**config.mk**
```make
export PLATFORM = sky130hd
export DESIGN_NAME = layer_seq_ctrl_flat
export DESIGN_NICKNAME = d
export VERILOG_FILES = /design/src/rtl/layer_seq_pkg.sv /design/src/rtl/layer_seq_ctrl_if.sv /design/src/rtl/layer_seq_buf.sv /design/src/rtl/layer_seq_ctrl.sv /design/src/flat_wrapper.sv
export SDC_FILE = /design/constraint.sdc
export NUM_CORES = 1
export LEC_CHECK = 0
export CORE_AREA = 2 2 226 228
export DETAILED_ROUTE_END_ITERATION = 7
export DIE_AREA = 0 0 228 230
export DONT_BUFFER_PORTS = 1
export SETUP_SLACK_MARGIN = 0.5
export SLEW_MARGIN = 0
export SYNTH_ARGS = -nofsm -noshare
export SYNTH_HDL_FRONTEND = slang
export SYNTH_SLANG_ARGS = --single-unit
```
**constraint.sdc**
```tcl
create_clock -name clk -period 4.5 [get_ports clk]
set_input_delay 0.675 -clock clk [delete_from_list [all_inputs] [get_ports clk]]
set_output_delay 0.675 -clock clk [all_outputs]
set_load 0.01 [all_outputs]
```
**src/rtl/layer_seq_pkg.sv**
```systemverilog
// layer_seq_pkg: shared types and constants for the layer sequencer.
//   seq_state_t : sequencer FSM state (capture / replay)
//   STAT_W      : width of the optional statistics counters
//   idx_width() : stream index width, kept at least 1 bit so NN = 1 still elaborates
package layer_seq_pkg;

    typedef enum logic [0:0] {
        Idle   = 1'b0,
        Stream = 1'b1
    } seq_state_t;

    localparam int unsigned STAT_W = 16;

    function automatic int unsigned idx_width(input int unsigned n);
        return (n > 1) ? $clog2(n) : 1;
    endfunction

endpackage

```
**src/rtl/layer_seq_ctrl_if.sv**
```systemverilog
// layer_seq_ctrl_if: groups the result-capture inputs and the replay stream outputs.
//   o_valid_in [NN]            per-neuron result strobes
//   x_vec_in   [NN*dataWidth]  neuron results, neuron i at [i*dataWidth +: dataWidth]
//   out_ready                  downstream accept
//   x_valid, x_out             replay stream
//   busy, layer_done, overrun  status
//   frame_count, drop_count    statistics (only with LAYER_SEQ_STATS_EN defined)
// Modports: slave = sequencer side, master = producer/consumer side.
interface layer_seq_ctrl_if #(
    parameter int unsigned NN        = 30,
    parameter int unsigned dataWidth = 16
);
    import layer_seq_pkg::*;

    logic [NN-1:0]           o_valid_in;
    logic [NN*dataWidth-1:0] x_vec_in;
    logic                    out_ready;
    logic                    x_valid;
    logic [dataWidth-1:0]    x_out;
    logic                    busy;
    logic                    layer_done;
    logic                    overrun;
`ifdef LAYER_SEQ_STATS_EN
    logic [STAT_W-1:0]       frame_count;
    logic [STAT_W-1:0]       drop_count;
`endif

    modport slave (
        input  o_valid_in, x_vec_in, out_ready,
`ifdef LAYER_SEQ_STATS_EN
        output frame_count, drop_count,
`endif
        output x_valid, x_out, busy, layer_done, overrun
    );

    modport master (
        output o_valid_in, x_vec_in, out_ready,
`ifdef LAYER_SEQ_STATS_EN
        input  frame_count, drop_count,
`endif
        input  x_valid, x_out, busy, layer_done, overrun
    );

endinterface

```
**src/rtl/layer_seq_buf.sv**
```systemverilog
// layer_seq_buf: NN-entry result buffer with per-entry captured flags.
//   clk, rst     : clock, synchronous active-high reset (buffer and flags to 0)
//   we [NN]      : per-entry write enable, also sets that entry's flag
//   din          : packed entry data, entry i at [i*dataWidth +: dataWidth]
//   clr          : synchronous flag clear (data is kept)
//   idx          : read index
//   rd_data      : buf[idx]
//   all_captured : every flag set once this cycle's writes are included
module layer_seq_buf #(
    parameter int unsigned NN        = 30,
    parameter int unsigned dataWidth = 16,
    parameter int unsigned IdxW      = 5
) (
    input  logic                    clk,
    input  logic                    rst,
    input  logic [NN-1:0]           we,
    input  logic [NN*dataWidth-1:0] din,
    input  logic                    clr,
    input  logic [IdxW-1:0]         idx,
    output logic [dataWidth-1:0]    rd_data,
    output logic                    all_captured
);

    logic [dataWidth-1:0] mem_q [NN];
    logic [NN-1:0]        flag_q;

    always_ff @(posedge clk) begin
        if (rst) begin
            for (int i = 0; i < NN; i++) mem_q[i] <= '0;
            flag_q <= '0;
        end else begin
            for (int i = 0; i < NN; i++) begin
                if (we[i]) mem_q[i] <= din[i*dataWidth +: dataWidth];
            end
            flag_q <= clr ? '0 : (flag_q | we);
        end
    end

    // Look ahead through this cycle's strobes so the last one starts the replay at once.
    assign all_captured = &(flag_q | we);

    always_comb begin
        rd_data = '0;
        for (int i = 0; i < NN; i++) begin
            if (idx == IdxW'(i)) rd_data = mem_q[i];
        end
    end

endmodule

```
**src/rtl/layer_seq_ctrl.sv**
```systemverilog
// layer_seq_ctrl: collects NN neuron results, then replays them as a serial stream.
//   clk, rst : clock, synchronous active-high reset
//   bus      : layer_seq_ctrl_if slave (strobes/data in, x_valid/x_out stream out, status)
// Optional: define LAYER_SEQ_STATS_EN to add saturating frame_count / drop_count.
module layer_seq_ctrl
    import layer_seq_pkg::*;
#(
    parameter int unsigned NN        = 30,
    parameter int unsigned dataWidth = 16
) (
    input  logic           clk,
    input  logic           rst,
    layer_seq_ctrl_if.slave bus
);

    localparam int unsigned   IdxW    = idx_width(NN);
    localparam logic [IdxW-1:0] LastIdx = IdxW'(NN - 1);

    seq_state_t           state_q, state_d;
    logic [IdxW-1:0]      idx_q, idx_d;
    logic                 done_q, done_d;
    logic                 overrun_q;
    logic [NN-1:0]        we;
    logic                 clr;
    logic                 drop;
    logic                 all_captured;
    logic [dataWidth-1:0] rd_data;

    layer_seq_buf #(
        .NN        (NN),
        .dataWidth (dataWidth),
        .IdxW      (IdxW)
    ) u_buf (
        .clk          (clk),
        .rst          (rst),
        .we           (we),
        .din          (bus.x_vec_in),
        .clr          (clr),
        .idx          (idx_q),
        .rd_data      (rd_data),
        .all_captured (all_captured)
    );

    always_comb begin
        state_d = state_q;
        idx_d   = idx_q;
        done_d  = 1'b0;
        we      = '0;
        clr     = 1'b0;
        drop    = 1'b0;
        unique case (state_q)
            Idle: begin
                we = bus.o_valid_in;
                if (all_captured) begin
                    clr     = 1'b1;
                    idx_d   = '0;
                    state_d = Stream;
                end
            end
            Stream: begin
                // Strobes during replay are discarded, including on the final transfer.
                drop = |bus.o_valid_in;
                if (bus.out_ready) begin
                    if (idx_q == LastIdx) begin
                        idx_d   = '0;
                        done_d  = 1'b1;
                        state_d = Idle;
                    end else begin
                        idx_d = idx_q + 1'b1;
                    end
                end
            end
            default: state_d = Idle;
        endcase
    end

    always_ff @(posedge clk) begin
        if (rst) begin
            state_q   <= Idle;
            idx_q     <= '0;
            done_q    <= 1'b0;
            overrun_q <= 1'b0;
        end else begin
            state_q <= state_d;
            idx_q   <= idx_d;
            done_q  <= done_d;
            if (drop) overrun_q <= 1'b1;
        end
    end

    assign bus.x_valid    = (state_q == Stream);
    assign bus.busy       = (state_q == Stream);
    assign bus.x_out      = (state_q == Stream) ? rd_data : '0;
    assign bus.layer_done = done_q;
    assign bus.overrun    = overrun_q;

`ifdef LAYER_SEQ_STATS_EN
    logic [STAT_W-1:0] frame_q;
    logic [STAT_W-1:0] drops_q;

    always_ff @(posedge clk) begin
        if (rst) begin
            frame_q <= '0;
            drops_q <= '0;
        end else begin
            if (done_q && (frame_q != '1)) frame_q <= frame_q + 1'b1;
            if (drop && (drops_q != '1)) drops_q <= drops_q + 1'b1;
        end
    end

    assign bus.frame_count = frame_q;
    assign bus.drop_count  = drops_q;
`endif

endmodule

```
**src/flat_wrapper.sv**
```systemverilog
// flat-port wrapper written by rule: the top's interface ports become plain ports
module layer_seq_ctrl_flat import layer_seq_pkg::*;
#(
    parameter int unsigned NN        = 30,
    parameter int unsigned dataWidth = 16
)
  (clk, rst, bus_o_valid_in, bus_x_vec_in, bus_out_ready, bus_x_valid, bus_x_out, bus_busy, bus_layer_done, bus_overrun);
  layer_seq_ctrl_if #(.NN(NN), .dataWidth(dataWidth)) bus_i ();
  input  logic clk;
  input  logic rst;
  input wire logic [$bits(bus_i.o_valid_in)-1:0] bus_o_valid_in;
  input wire logic [$bits(bus_i.x_vec_in)-1:0] bus_x_vec_in;
  input wire logic [$bits(bus_i.out_ready)-1:0] bus_out_ready;
  output wire logic [$bits(bus_i.x_valid)-1:0] bus_x_valid;
  output wire logic [$bits(bus_i.x_out)-1:0] bus_x_out;
  output wire logic [$bits(bus_i.busy)-1:0] bus_busy;
  output wire logic [$bits(bus_i.layer_done)-1:0] bus_layer_done;
  output wire logic [$bits(bus_i.overrun)-1:0] bus_overrun;
  assign bus_i.o_valid_in = bus_o_valid_in;
  assign bus_i.x_vec_in = bus_x_vec_in;
  assign bus_i.out_ready = bus_out_ready;
  assign bus_x_valid = bus_i.x_valid;
  assign bus_x_out = bus_i.x_out;
  assign bus_busy = bus_i.busy;
  assign bus_layer_done = bus_i.layer_done;
  assign bus_overrun = bus_i.overrun;
  layer_seq_ctrl #(.NN(NN), .dataWidth(dataWidth)) u_core (.clk(clk), .rst(rst), .bus(bus_i));
endmodule
```
After elaboration in Yosys (flattened, before gate mapping)
Memories as Yosys holds them, arrays and structs flattened.
Cells that the tools add are included.
{ "totals": {"mem_count": 1, "out_inout_bits": 20, "ramBits": 480, "register_bits": 38, "elab_cells": 242, "input_bits": 513} }
{ "memory_table": {"columns": ["memory", "words", "width", "rd", "rd_clocked_by_memory_dff", "write_ports", "line_no", "source"], "rows": [
  ["u_core.u_buf.mem_q", 30, 16, 30, 0, 30, "layer_seq_buf.sv:24", "logic [dataWidth-1:0] mem_q [NN];"]
]} }
{ "classes": {"n_mux": 165, "n_eq_ne": 31, "n_reduce_logical": 6, "addsub": 1, "bitwise": 33} }
{ "op_table": {"columns": ["op", "count"], "rows": [
  ["$mux 16", 61],
  ["$mux 1", 98],
  ["$eq 5x5->1 const B", 14],
  ["$eq 5x4->1 const B", 8],
  ["$mux 30", 1],
  ["$or 1x1->1", 30],
  ["$or 30x30->30", 1],
  ["$reduce_and 30->1", 1],
  ["$reduce_or 30->1", 1],
  ["$eq 5x3->1 const B", 4],
  ["$mux 5", 3],
  ["$eq 5x2->1 const B", 2],
  ["$pmux 5 s2", 1],
  ["$add 5x1->5 const B", 1],
  ["$eq 5x1->1 const B", 1],
  ["$logic_not 5->1", 1],
  ["$reduce_or 3->1", 1],
  ["$ne 2x1->1 const B", 1],
  ["$ne 2x2->1 const B", 1],
  ["$not 1->1", 2],
  ["$pmux 1 s2", 1],
  ["$reduce_and 2->1", 1],
  ["$reduce_or 2->1", 1]
]} }

Depth between registers and ports, before layout
{ "logic_depth": {"ltp_word": 32, "depth_mapped": 13, "depth_no_buf": 9} }

By module
Synthesis repeated with hierarchy kept, for this count alone.
{ "unflattened": {"hier_cells": 2072, "area_unflattened_um2": 24903.9} }
{ "modules_own_cells": {"columns": ["module", "seq_area_each_um2", "instances", "cells_each", "area_each_um2"], "rows": [
  ["layer_seq_buf", 15014.4, 1, 1967, 24108.1],
  ["layer_seq_ctrl", 160.2, 1, 105, 795.8]
]} }

Least setup slack after synthesis
OpenSTA, ideal clock, no wires.
{ "synth_timing": {"kind": "reg-to-output", "from": "register u_core.idx_q[0]", "to": "output port bus_x_out[6]", "path_stages_with_launch": 14, "n_path_buf": 6, "arrival_ps": 2867, "slack_ps": 958, "cell_sequence": "dfxtp_1 ha_1 buf_2 clkbuf_1 buf_1 and3_1 ha_1 clkbuf_1 clkbuf_1 clkbuf_1 nand2_1 o21ai_0 o2bb2ai_1 a211oi_1"} }
{ "synth_via": {"elab_chain_cells": 32, "word_cells_on_any_way": 61} }
{ "synth_lines": {"columns": ["element", "line_no", "source"], "rows": [
  ["start: declaration", "layer_seq_ctrl.sv:20", "logic [IdxW-1:0] idx_q, idx_d;"],
  ["start signal: assignment", "layer_seq_ctrl.sv:85", "idx_q <= idx_d;"],
  ["$logic_not 5->1", "layer_seq_buf.sv:45", "if (idx == IdxW'(i)) rd_data = mem_q[i];"],
  ["$mux 16 (29 in a row)", "layer_seq_buf.sv:45", null],
  ["$mux 16 (*)", "layer_seq_buf.sv:45", null],
  ["$mux 16 (*)", "layer_seq_ctrl.sv:93", "assign bus.x_out = (state_q == Stream) ? rd_data : '0;"],
  ["end: declaration", "flat_wrapper.sv:15", "output wire logic [$bits(bus_i.x_out)-1:0] bus_x_out;"]
]} }
Mark *: on every way between the ends. The rest lies on a longest branch, timed or not.

Worst setup path after layout
{ "layout_timing": {"from": "register u_core.idx_q[1]", "to": "output port bus_x_out[12]"} }
Same word-level chain as after synthesis.

==> qor.yml <==
status:
  outcome: "complete, no violations"
drt:
  drt-total-wl_mm: 91.96
  dr.pass1.iters: 6
  antenna_left: 0
  wl_per_cell_um: 32.10
  drcViolationCount: 0
  via_count: 18183
  first_iter_violations: 2366
  viasPerCell: 6.347
sta:
  slew_headroom_pct: 14.08
  setup_viol: 0
  grt_setup_unrepaired: "yes"
  fin_crit_sh_pct: 90.74
  final.min_clock_period_ns: 4.083
  worst_pin_slew_ns: 1.289
  clock_skew_ns: 0.01222
  fmax_mhz: 244.9
  maxSlewViolCount: 0
  final_hold_viol_count: 0
  timing.setup.tns_ns: 0
synth:
  synth.top_cell.area_share_pct: 58.47
  synth-compound-area-share_pct: 14.08
  synth_top_cell_by_area: "edfxtp_1"
  synth_most_common_cell: "edfxtp_1"
  ys_ff_latch: 518
  avgSynthCellArea_um2: 11.60
  synth_area_leaders: "edfxtp_1 (58%), and2_1 (7.6%), nor2b_1 (5.2%)"
  syn_inst: 2126
  synth_xor_area_share_pct: 0.03553
  syn_area_um2: 24650
  synth-adder-area-share_pct: 0.2538
  ys_top_cells_by_count: "edfxtp_1 (480), and2_1 (300), nor2b_1 (205), o21ai_0 (111), nor2_1 (110)"
  ys_warn_count: 0
  synthFlopType: "edfxtp_1"
  synthSimpleGateAreaFrac_pct: 20.71
  async_reset_ff_share_pct: 0
  syn_nets: 2644
  synth_mux_area_share_pct: 0.08629
  ys_seq_area_share_pct: 61.56
  synth_edf_count: 480
  ys_types: 77
  synth_top_family_by_area: "simple AND/OR/NAND/NOR gates"
layout:
  finalNonFillerCells: 2865
  ff_latch_area_um2: 15190
  fin_area_um2: 28210
  multiInputGateArea_um2: 9206
  nets: 2657
  drive_gt1_share_pct: 14.25
  fill_cells: 4246
  synthToLayoutAreaGrowth_pct: 14.45
  final_util_pct: 56.58
die:
  die_x_um: 228
  start_util_pct: 49.44
  dieArea_um2: 52440
  die_h_um: 230
  io_pins: 533
  core_area_um2: 49860
  row_count: 82
global_routing:
  grt_max_degree: 250
  grt_antenna_before_repair: 16
  gr-usage-all-layers_pct: 33.91
  gr-total-overflow: 0
  grt_pass1_vias: 17294
  grt_pass1_wl_mm: 127.0
critical_path:
  crit_cells: 11
  path_class: "flip-flop to primary output"
  critPathTopFamily: "compound AO/OA/AOI/OAI gates"
  cpMostUsedCell: "buf_4"
  cp.arrival_ns: 3.41
  critical_path_buf_inv_count: 4
  worst_ep_required_time_ns: 3.83
  crit_chain: "inv_4 -> ha_4 -> buf_4 -> nor3b_4 -> buf_12 -> a32oi_1 -> nor4_1 -> o221ai_2 -> o21a_1 -> a211oi_4 -> buf_4"
  endpoint_kind: "primary output"
  r2r_end: "u_core.u_buf.mem_q[0][227]$_SDFFCE_PN0P_"
  slowest_stage: "dfxtp_4"
  r2r_cells: 5
  crit_end: "bus_x_out[12]"
  crit_start: "u_core.idx_q[1]$_SDFFE_PP0P_"
  worstReg2RegStart: "u_core.bus.busy$_SDFF_PP0_"
  critPathMaxStageDelay_ns: 0.41
  path_max_fanout: 10
  crit_path_start_kind: "flip-flop"
  ff2ff_setup_slack_ns: 1.44
clocking:
  clk_path_buf_depth: 3
  insertion_delay_ns: 0.61
  cts_tree: "yes"
  cts_root_buf: "clkbuf_16"
  cts.hold.buffers_added: 0
  htree_levels: 2
  clk_pin_slew_worst_paths_ns: 0.07
  cts_buffers: 53
  numClockSinks: 518
placed_design:
  dpl.hpwl_mm: 68.92
  globalplace.congestion: 0.9321
  placed_area_um2: 25340
  dp.cells: 2706
  io_buffers: 0
power_and_ir_drop:
  power_density_nw_per_um2: 378.7
  peakVddDrop_mv: 0.2615
  p_leak_uw: 0.01027
  power_uw: 10680
run:
  max-cap-violations: 0
hold_path:
  hp-class: "input pin to flip-flop"
-- repair_timing --
action                     CTS  global route
setup buffers               22            23
gates resized for setup    101            29
pin swaps                   13            18
setup endpoints to repair   16            14
cloned                       2             3
-- power breakdown --
part | switching (uW) | internal (uW)
clock | 1940 | 2580
combinational | 288 | 154
sequential | 138 | 5580
-- placed cells by master (no fill, tap or decap), drive strengths merged, types with 24 or more instances in the layout --
| cell | Yosys | final |
|---|---|---|
| and2 | 300 | 300 |
| o22ai | 43 | 43 |
| a22oi | 44 | 44 |
| a211oi | 29 | 29 |
| clkinv | 0 | 24 |
| o21ai | 111 | 111 |
| inv | 42 | 43 |
| edfxtp | 480 | 480 |
| nand2b | 24 | 24 |
| nor2b | 205 | 205 |
| buf | 49 | 110 |
| nand2 | 102 | 102 |
| a21oi | 109 | 109 |
| nor2 | 111 | 111 |
| clkbuf | 107 | 62 |
| nand3 | 35 | 35 |
| dfxtp | 38 | 38 |
-- metrics by stage --
step | setup slack, ns | hold slack (ns)
2_1_floorplan | 0.9582 | 0.4254
3_3_place_gp | 0.3680 | 0.4331
3_5_place_dp | 0.2884 | 0.4383
4_1_cts | 0.4522 | 0.1388
5_1_grt | 0.3381 | 0.1375
6_report | 0.4165 | 0.1895
-- flip-flops by register name, indices dropped and copies added, names as in the netlist --
signal / cells
u_core.u_buf.mem_q: 480
u_core.u_buf.flag_q: 30
u_core.idx_q: 5
u_core.bus.busy: 1
u_core.bus.layer_done: 1
u_core.bus.overrun: 1
-- kinds of logic after synthesis --
family / count (synthesis)
and+or+nand+nor: 883
AOI/OAI and AO/OA: 519
DFF: 518
buffers and inverters: 198
adders and majority gates: 5
muxes: 2
xor gates and xnor gates: 1
-- per-layer routing --
metal	up-vias	global-route usage (%)	part of all wire (%)
li1	7876	-	-
met1	9001	47.57	42
met2	1158	52.43	45
met3	142	7.564	9.8
met4	6	11.11	3.0
met5	-	1.103	0.041
-- area by class of cell --
type	instances	area share, %
inverter	42	0.5899
tap	672	2.980
sequential	518	53.85
multi-input combinational	1411	32.63
clock inverter	39	1.308
clock buffer	60	4.945
timing repair buffer	113	3.601
antenna	10	0.08870
-- how the worst min path moves through the flow --
stage | to | cells after the start | from | slack [ns]
2_1_floorplan | u_core.u_buf.flag_q[16]$_SDFF_PP0_ | 2 | u_core.u_buf.flag_q[16]$_SDFF_PP0_ | 0.43
6_report | u_core.bus.overrun$_SDFFE_PP0P_ | 1 | rst | 0.19
5_1_grt | u_core.bus.overrun$_SDFFE_PP0P_ | 1 | rst | 0.14
3_5_place_dp | u_core.u_buf.flag_q[0]$_SDFF_PP0_ | 2 | u_core.u_buf.flag_q[0]$_SDFF_PP0_ | 0.44
3_3_place_gp | u_core.u_buf.flag_q[17]$_SDFF_PP0_ | 2 | u_core.u_buf.flag_q[17]$_SDFF_PP0_ | 0.43
4_1_cts | u_core.bus.overrun$_SDFFE_PP0P_ | 1 | rst | 0.14
(Power assumes the default switching activity.)
